--- src/rtl/int_pe_pkg.sv ---
// int_pe_pkg: shared constants and range helpers for the integer MAC processing element
package int_pe_pkg;
  localparam int SAT_WRAP  = 0;
  localparam int SAT_CLAMP = 1;
  localparam int MAX_W     = 128;
  function automatic logic signed [MAX_W-1:0] acc_max(input int w);
    logic signed [MAX_W-1:0] one;
    one = 1;
    return (one <<< (w - 1)) - one;
  endfunction
  function automatic logic signed [MAX_W-1:0] acc_min(input int w);
    logic signed [MAX_W-1:0] one;
    one = 1;
    return -(one <<< (w - 1));
  endfunction
  function automatic logic acc_w_ok(input int in_w, input int acc_w);
    return acc_w >= 2 * in_w;
  endfunction
endpackage

--- src/rtl/int_sat_add.sv ---
// int_sat_add: combinational signed adder with overflow flag and optional clamp
//   a_i, b_i : signed addends
//   sum_o    : wrapped sum, or the clamped bound on overflow when SATURATE=SAT_CLAMP
//   ovf_o    : signed overflow of a_i + b_i
module int_sat_add
  import int_pe_pkg::*;
#(
  parameter int ACC_W    = 32,
  parameter int SATURATE = SAT_CLAMP
) (
  input  logic signed [ACC_W-1:0] a_i,
  input  logic signed [ACC_W-1:0] b_i,
  output logic signed [ACC_W-1:0] sum_o,
  output logic                    ovf_o
);
  localparam logic signed [ACC_W-1:0] MAXV = ACC_W'(acc_max(ACC_W));
  localparam logic signed [ACC_W-1:0] MINV = ACC_W'(acc_min(ACC_W));
  logic signed [ACC_W-1:0] s;
  assign s     = a_i + b_i;
  assign ovf_o = (a_i[ACC_W-1] == b_i[ACC_W-1]) && (s[ACC_W-1] != a_i[ACC_W-1]);
  // equal-sign overflow means the sign of a_i tells the direction
  assign sum_o = (ovf_o && SATURATE == SAT_CLAMP) ? (a_i[ACC_W-1] ? MINV : MAXV) : s;
endmodule

--- src/rtl/int_mac_pe.sv ---
// int_mac_pe: two-stage signed multiply-accumulate PE with framing, stall and systolic forwarding
//   in_*     : operand beat (valid, first/last framing, activation a, weight b)
//   stall    : freezes every register
//   fwd_*    : inputs registered for the east/south neighbour
//   res_*    : result pulse, accumulated value and sticky overflow of the frame
module int_mac_pe
  import int_pe_pkg::*;
#(
  parameter int IN_W     = 8,
  parameter int ACC_W    = 32,
  parameter int SATURATE = SAT_CLAMP
) (
  input  logic                   clk,
  input  logic                   rst_n,
  input  logic                   stall,
  input  logic                   in_valid,
  input  logic                   in_first,
  input  logic                   in_last,
  input  logic signed [IN_W-1:0] in_a,
  input  logic signed [IN_W-1:0] in_b,
  output logic                   fwd_valid,
  output logic                   fwd_first,
  output logic                   fwd_last,
  output logic signed [IN_W-1:0] fwd_a,
  output logic signed [IN_W-1:0] fwd_b,
  output logic                   res_valid,
  output logic signed [ACC_W-1:0] res_acc,
  output logic                   res_ovf
);
  localparam int PW = 2 * IN_W;
  if (!acc_w_ok(IN_W, ACC_W)) begin : g_bad_width
    $error("int_mac_pe: ACC_W must be >= 2*IN_W");
  end
  logic signed [PW-1:0]    prod_d, prod_q;
  logic                    v1_q, f1_q, l1_q;
  logic signed [ACC_W-1:0] acc_q, acc_d, p, sum;
  logic                    ovf_q, ovf_d, add_ovf;
  assign prod_d = PW'(in_a) * PW'(in_b);
  assign p      = ACC_W'(prod_q);
  int_sat_add #(.ACC_W(ACC_W), .SATURATE(SATURATE)) u_add (
    .a_i  (acc_q),
    .b_i  (p),
    .sum_o(sum),
    .ovf_o(add_ovf)
  );
  always_comb begin
    acc_d = f1_q ? p : sum;
    ovf_d = f1_q ? 1'b0 : (ovf_q | add_ovf);
  end
  always_ff @(posedge clk or negedge rst_n) begin
    if (!rst_n) begin
      {v1_q, f1_q, l1_q, prod_q} <= '0;
      {acc_q, ovf_q}             <= '0;
      {res_valid, res_acc, res_ovf} <= '0;
      {fwd_valid, fwd_first, fwd_last, fwd_a, fwd_b} <= '0;
    end else if (!stall) begin
      {fwd_valid, fwd_first, fwd_last, fwd_a, fwd_b} <= {in_valid, in_first, in_last, in_a, in_b};
      v1_q <= in_valid;
      if (in_valid) {f1_q, l1_q, prod_q} <= {in_first, in_last, prod_d};
      res_valid <= v1_q & l1_q;
      if (v1_q) {acc_q, ovf_q} <= {acc_d, ovf_d};
      if (v1_q && l1_q) {res_acc, res_ovf} <= {acc_d, ovf_d};
    end
  end
endmodule

--- config.mk ---
export PLATFORM = sky130hd
export DESIGN_NAME = int_mac_pe
export DESIGN_NICKNAME = d
export VERILOG_FILES = /design/src/rtl/int_pe_pkg.sv /design/src/rtl/int_sat_add.sv /design/src/rtl/int_mac_pe.sv
export SDC_FILE = /design/constraint.sdc
export NUM_CORES = 1
export LEC_CHECK = 0
export ABC_AREA = 1
export BUFFER_PORTS_ARGS = -buffer_cell sky130_fd_sc_hd__buf_2
export CAP_MARGIN = 20
export CORE_MARGIN = 2
export CORE_UTILIZATION = 60
export CTS_CLUSTER_DIAMETER = 30
export DETAILED_ROUTE_END_ITERATION = 12
export PLACE_DENSITY_LB_ADDON = 0.05
export SETUP_SLACK_MARGIN = 0.5
export SYNTH_ARGS = -nofsm -noshare
export SYNTH_HDL_FRONTEND = slang
export SYNTH_SLANG_ARGS = --single-unit
--- constraint.sdc ---
create_clock -name clk -period 6.34 [get_ports clk]
set_clock_uncertainty 0.2 [all_clocks]
set_input_delay 0.951 -clock clk [delete_from_list [all_inputs] [get_ports clk]]
set_output_delay 0.951 -clock clk [all_outputs]
set_load 0.02 [all_outputs]
==> results of run 1 <==
## cells in the final DEF, fill, tap and decap left out, types with 2 or more instances in the layout
cell,count
nand2_1,532
inv_1,268
dfrtp_1,104
nand3_1,103
buf_2,73
ha_1,60
fa_1,56
nor2_1,45
nand2_2,42
o21ai_0,34
a21oi_1,27
xor2_1,19
or2_2,12
clkbuf_16,9
nand4_1,8
buf_4,7
xnor2_1,6
nor3_1,6
o21bai_1,5
nand2_4,4
inv_2,3
a21oi_2,3
a21o_1,3
and2_1,3
clkinv_4,3
nor2_4,2
a31oi_1,2
inv_6,2
## layout make-up
class / count / area share
Inverter: 271 / 0.09782
Tap cell: 216 / 0.02599
Multi-Input combinational cell: 979 / 0.5528
Clock buffer: 9 / 0.02166
Sequential cell: 104 / 0.2503
Clock inverter: 7 / 0.008663
Timing Repair Buffer: 81 / 0.04283
## path summary, 6_finish.rpt
kind | startpoint | to | cells past startpoint
max | in_b[7] | prod_q[12] | 17
min | res_acc[19] | res_acc[19] | 2
max reg2reg | prod_q[15] | acc_q[1] | 14
min reg2reg | res_acc[19] | res_acc[19] | 2
max in group asynchronous | rst_n | acc_q[23] | 2
min in group asynchronous | rst_n | fwd_b[3] | 1
## worst min-delay path, delay by kind of cell (launching register included)
| family | cells | cell delay (ns) |
|---|---|---|
| AND/OR/NAND/NOR | 2 | 0.11 |
| flip-flops | 1 | 0.34 |
## power by group
group	leakage (nW)	switching, mW	internal [mW]
Sequential	1.30	0.190	0.912
Clock	0.153	0.275	0.315
Combinational	4.95	2.45	1.27
Total	6.40	2.91	2.50
## per-stage QoR
stage | util | setup slack (ns) | power (mW) | std cells | hold slack, ns
floorplan | - | 1.325 | 3.987 | 1400 | 0.2531
global placement | 0.6377 | 1.152 | 4.745 | 1650 | 0.2588
detailed placement | 0.6377 | 1.085 | 4.787 | 1650 | 0.2614
CTS | 0.6576 | 1.464 | 5.412 | 1666 | 0.2807
global route | 0.6594 | 1.129 | 5.978 | 1667 | 0.2921
finish | 0.6594 | 1.434 | 5.413 | 1667 | 0.2762
## flip-flops by register name, summed over array words and instances (netlist names)
signal     flops
res_valid      1
res_acc       32
fwd_a          8
v1_q           1
l1_q           1
res_ovf        1
acc_q         32
fwd_b          8
f1_q           1
prod_q        16
ovf_q          1
fwd_last       1
fwd_first      1
## per-layer routing
layer / share of wire / global-route usage
met5: 0 / 0
met3: 0.033 / 0.04153
met4: 0.027 / 0.09762
met2: 0.48 / 0.4991
met1: 0.46 / 0.3950
## logic make-up (layout without fill, tap and decap cells)
kind of cell               Yosys count  count (layout)
adders and majority gates          116             116
AOI/OAI and AO/OA                   76              76
buffers and inverters              317             368
xor gates and xnor gates            25              25
and+or+nand+nor                    762             762
DFF                                104             104
==> qor.txt, run 1 <==
crit-path max FO = 6
number of global-route vias before repair = 7,903
area share of fa/ha/maj cells after synthesis = 0.1946
most common flop cell mapped by yosys = dfrtp_1
Area after DPL = 10,060 um^2
crit path kind = input pin to flip-flop
Final setup viols = 0
CORE AREA = 15,770 um^2
critical-path cell with the highest stage delay = fa_1
GRT Total Usage = 0.2955
LEAKAGE = 6.399 nW
CTS tree = yes
syn nets = 1,538
Crit path buffers/inverters = 4
Clock Sinks = 104
largest net degree at the start of global routing = 58
die area = 17,060 um^2
DR vias = 8,466
Final Wtd Congestion = 0.8997
share of cells above drive strength 1 = 0.1151
fin crit period = 4.906 ns
Post-synth EDFFs = 0
CTS Buf Count = 9
post-DR wirelength/cell = 14.56 um
WP data arrival = 4.92 ns
initial antenna violation count = 0
# IOs = 75
simple-gate area share of the yosys netlist = 0.3359
multiplexer area fraction after synthesis = 0
Area Overhead vs Synth = 8.117%
#FFs+latches synth = 104
Clk Latency, worst-skew pair = 0.36 ns
fill cell count = 1,513
library cells used by synthesis = 36
cell repeated most along the worst path = fa_1
grt total ovfl = 0
xor/xnor share of the synthesized area = 0.02277
IO Port Bufs = 74
cell area power density = 520.5 nW/um^2
Yosys warning count = 0
post-route setup TNS = 0 ns
biggest area consumer among synthesized cells = dfrtp_1
first-pass GRT wire length = 38,780 um
Post-CTS Setup Repair Bufs = 0
Initial Util = 0.6099
# Max-Cap Violations = 0
sequential element share of the synthesized area = 0.2706
reg-to-reg setup timing slack = 3.01 ns
hold buffers post-CTS = 0
Crit. End Element = flip-flop
Max VDD drop = 241.5 uV
Routed Antenna Nets = 0
largest cells by area after synthesis = dfrtp_1, nand2_1, fa_1, inv_1, ha_1
DR pass1 iterations = 5
Die H = 130.6 um
initial drt markers = 490
CTS clk-pin slew, worst paths = 0.08 ns
Final period util = 0.7738
Row Count = 46
post-DP HPWL = 19,290 um
worst path required time = 6.35 ns
fin area = 10,400 um^2
register area = 2603 um^2
CTS Buffer Depth = 2
CP cell instances = buf_2 > inv_1 > nor2_1 > fa_1 > fa_1 > fa_1 > inv_1 > fa_1 > inv_1 > ha_1 > a21oi_1 > o21ai_0 > a21oi_1 > nor2_1 > nor2_1 > xor2_1 > o21ai_0
main combinational cell family by area after synthesis = simple AND/OR/NAND/NOR gates
routed wire length = 24,280 um
Clk Tree Root Cell = clkbuf_16
synth cell count leaders = nand2_1, inv_1, dfrtp_1
Multi-input gate area = 5748 um^2
Pins Over Slew Limit = 0
Synth top area share = 0.2706
Worst-Margin Slew = 0.7592 ns
Slew HR = 0.4938
Hold Crit Class = flip-flop to flip-flop
Mapped Area = 9618 um^2
die width = 130.6 um
outcome = complete, no violations
unrepaired setup endpoints after global routing = false
DR vias/cell = 5.079
final hold violations = 0
nets@finish = 1,584
Async SR Flop Fraction = 1.000
worst stage delay on the critical path = 0.54 ns
n_diodes = 0
post-cts gate resize count = 0
syn_area_per_cell = 6.870 um^2
count leader, synth = nand2_1
startpoint types = input pin
Worst path top cell family by delay = adder cells
highest clock rate = 203.8 MHz
Residual DRC = 0
Compound-Gate Fraction of Synth Area = 0.04436
Syn Inst Count = 1,400
H-tree Lvls = 3
Note: power is estimated with default switching activity, not from simulation.
==> inputs of run 2 (changes only) <==
- CORE_UTILIZATION: 60 -> 56
- clock period: 6.34 -> 4.2 ns (I/O delays scaled with it)
==> run 2 against run 1 <==
  * Final cell count up 4.6%
  * Count of clock-buffer cells in the layout up 1
  * Critical path depth up 2
  * Utilization up 3.0 points
  * Critical path type unchanged
==> qor.txt, run 2 (synthesis gave the netlist of run 1 again) <==
DR vias = 8,703
number of global-route vias before repair = 8,420
H-tree Lvls = 3
Worst path top cell family by delay = adder cells
Final setup viols = 0
nets@finish = 1,656
first-pass GRT wire length = 40,480 um
CTS Buf Count = 9
Area Overhead vs Synth = 19.73%
routed wire length = 24,540 um
most frequent cells in the layout = nand2_1, inv_1, dfrtp_1
startpoint types = input pin
CTS clk-pin slew, worst paths = 0.07 ns
final hold violations = 0
# Max-Cap Violations = 0
n_diodes = 0
initial antenna violation count = 0
Residual DRC = 0
hold buffers post-CTS = 0
Crit. End Element = flip-flop
worst path required time = 4.22 ns
highest clock rate = 245.7 MHz
crit-path max FO = 6
post-DR wirelength/cell = 14.08 um
Hold Crit Class = input pin to async pin
cell area power density = 789.0 nW/um^2
CTS Buffer Depth = 2
Routed Antenna Nets = 0
Row Count = 47
crit path kind = input pin to flip-flop
Final period util = 0.9689
CP cell instances = buf_12 > nand2_8 > buf_6 > fa_2 > inv_2 > buf_4 > fa_2 > inv_2 > fa_2 > fa_1 > inv_2 > ha_4 > inv_4 > nor3_4 > nand3_2 > nand3_1 > nand2_1 > nand3_1 > o21ai_1
IO Port Bufs = 74
Clk Tree Root Cell = clkbuf_16
# IOs = 75
largest net degree at the start of global routing = 52
Clock Sinks = 104
critical-path cell with the highest stage delay = fa_2
outcome = complete, no violations
DR vias/cell = 4.993
Initial Util = 0.5759
initial drt markers = 594
worst stage delay on the critical path = 0.58 ns
GRT Total Usage = 0.2787
fill cell count = 1,400
Slew HR = 0.2814
fin crit period = 4.070 ns
Die H = 135.1 um
Crit path buffers/inverters = 7
die area = 18,240 um^2
post-DP HPWL = 19,440 um
worst hold margin = 0.1253 ns
die width = 135.1 um
CORE AREA = 16,700 um^2
DR pass1 iterations = 5
WP data arrival = 4.09 ns
Max VDD drop = 496.6 uV
Final Wtd Congestion = 0.9247
Worst-Margin Slew = 1.077 ns
Pins Over Slew Limit = 0
Clk Latency, worst-skew pair = 0.36 ns
unrepaired setup endpoints after global routing = true
Core Util, Final = 0.6895
CTS tree = yes
LEAKAGE = 6.795 nW
share of cells above drive strength 1 = 0.2193
commonest non-fill, non-tap cell in the layout = nand2_1
grt total ovfl = 0
-- run 2: changes by cell type in the layout (fill, tap and decap cells not counted), moves of 10 or more --
cell | previous run | this run
o21ai_0 | 34 | 24
buf_2 | 73 | 58
ha_1 | 60 | 46
buf_4 | 7 | 75
nand2_1 | 532 | 509
inv_1 | 268 | 237
inv_2 | 3 | 29
nand2_2 | 42 | 61
buf_6 | 0 | 11
ha_4 | 0 | 13
-- run 2: worst reg2reg max path: stages (launching register included) --
cell	delay, ns
dfrtp_1	0.85
ha_1	0.43
nand2_1	0.15
inv_1	0.06
nand2_1	0.06
nand2_1	0.07
inv_1	0.06
nand2_1	0.08
a21oi_2	0.26
nand3_1	0.17
nand2_4	0.42
nand2_1	0.21
nand2_1	0.13
nand3_1	0.08
nand2_1	0.11
-- run 2: through the flow --
step	setup slack (ns)	instance area [um^2]	instances	setup TNS (ns)	total power, mW
2_1_floorplan	-0.1412	9972	1400	-0.2406	6.319
3_3_place_gp	-0.3091	10790	1716	-1.693	7.784
3_5_place_dp	-0.3667	10790	1716	-2.152	7.860
4_1_cts	0.1400	11280	1737	0	8.908
5_1_grt	-0.01368	11520	1743	-0.01623	10.00
6_report	0.1305	11520	1743	0	9.087
-- run 2: path summary, 6_finish.rpt --
path | cells after the start | start | slack, ns | to
min in group clk | 2 | fwd_b[6] | 0.28 | fwd_b[6]
max in group asynchronous | 2 | rst_n | 2.84 | acc_q[14]
min reg2reg | 2 | fwd_b[6] | 0.28 | fwd_b[6]
max | 19 | in_a[7] | 0.13 | prod_q[14]
min | 1 | rst_n | 0.13 | fwd_b[2]
max reg2reg | 14 | prod_q[15] | 0.78 | res_acc[21]
-- run 2: layer usage --
| metal | vias to the layer above | track usage | part of all wire |
|---|---|---|---|
| met2 | 161 | 0.4803 | 0.50 |
| met1 | 4076 | 0.3709 | 0.44 |
| li1 | 4436 | - | - |
| met3 | 30 | 0.03866 | 0.037 |
| met5 | - | 0 | 0 |
| met4 | 0 | 0.07407 | 0.022 |
-- run 2: cell type report --
class,instances,area [um^2],share of cell area
tap,220,275.3,0.02390
timing repair buffer,153,1147,0.09963
clock buffer,10,239.0,0.02075
sequential,104,2603,0.2260
inverter,271,1030,0.08942
clock inverter,6,75.07,0.006519
multi-input combinational,979,6147,0.5338
-- run 2: power by group --
group          leakage (nW)  internal, mW  switching [mW]  total, mW
Clock                 0.151         0.487           0.394      0.881
Combinational          5.35          2.52            4.02       6.54
Sequential             1.30          1.38           0.287       1.66
-- run 2: timing repair --
action / in CTS / in global routing
resized for setup: 48 / 58
pin swaps: 29 / 34
buffers inserted: 5 / 6
endpoints found under the setup margin: 10 / 10
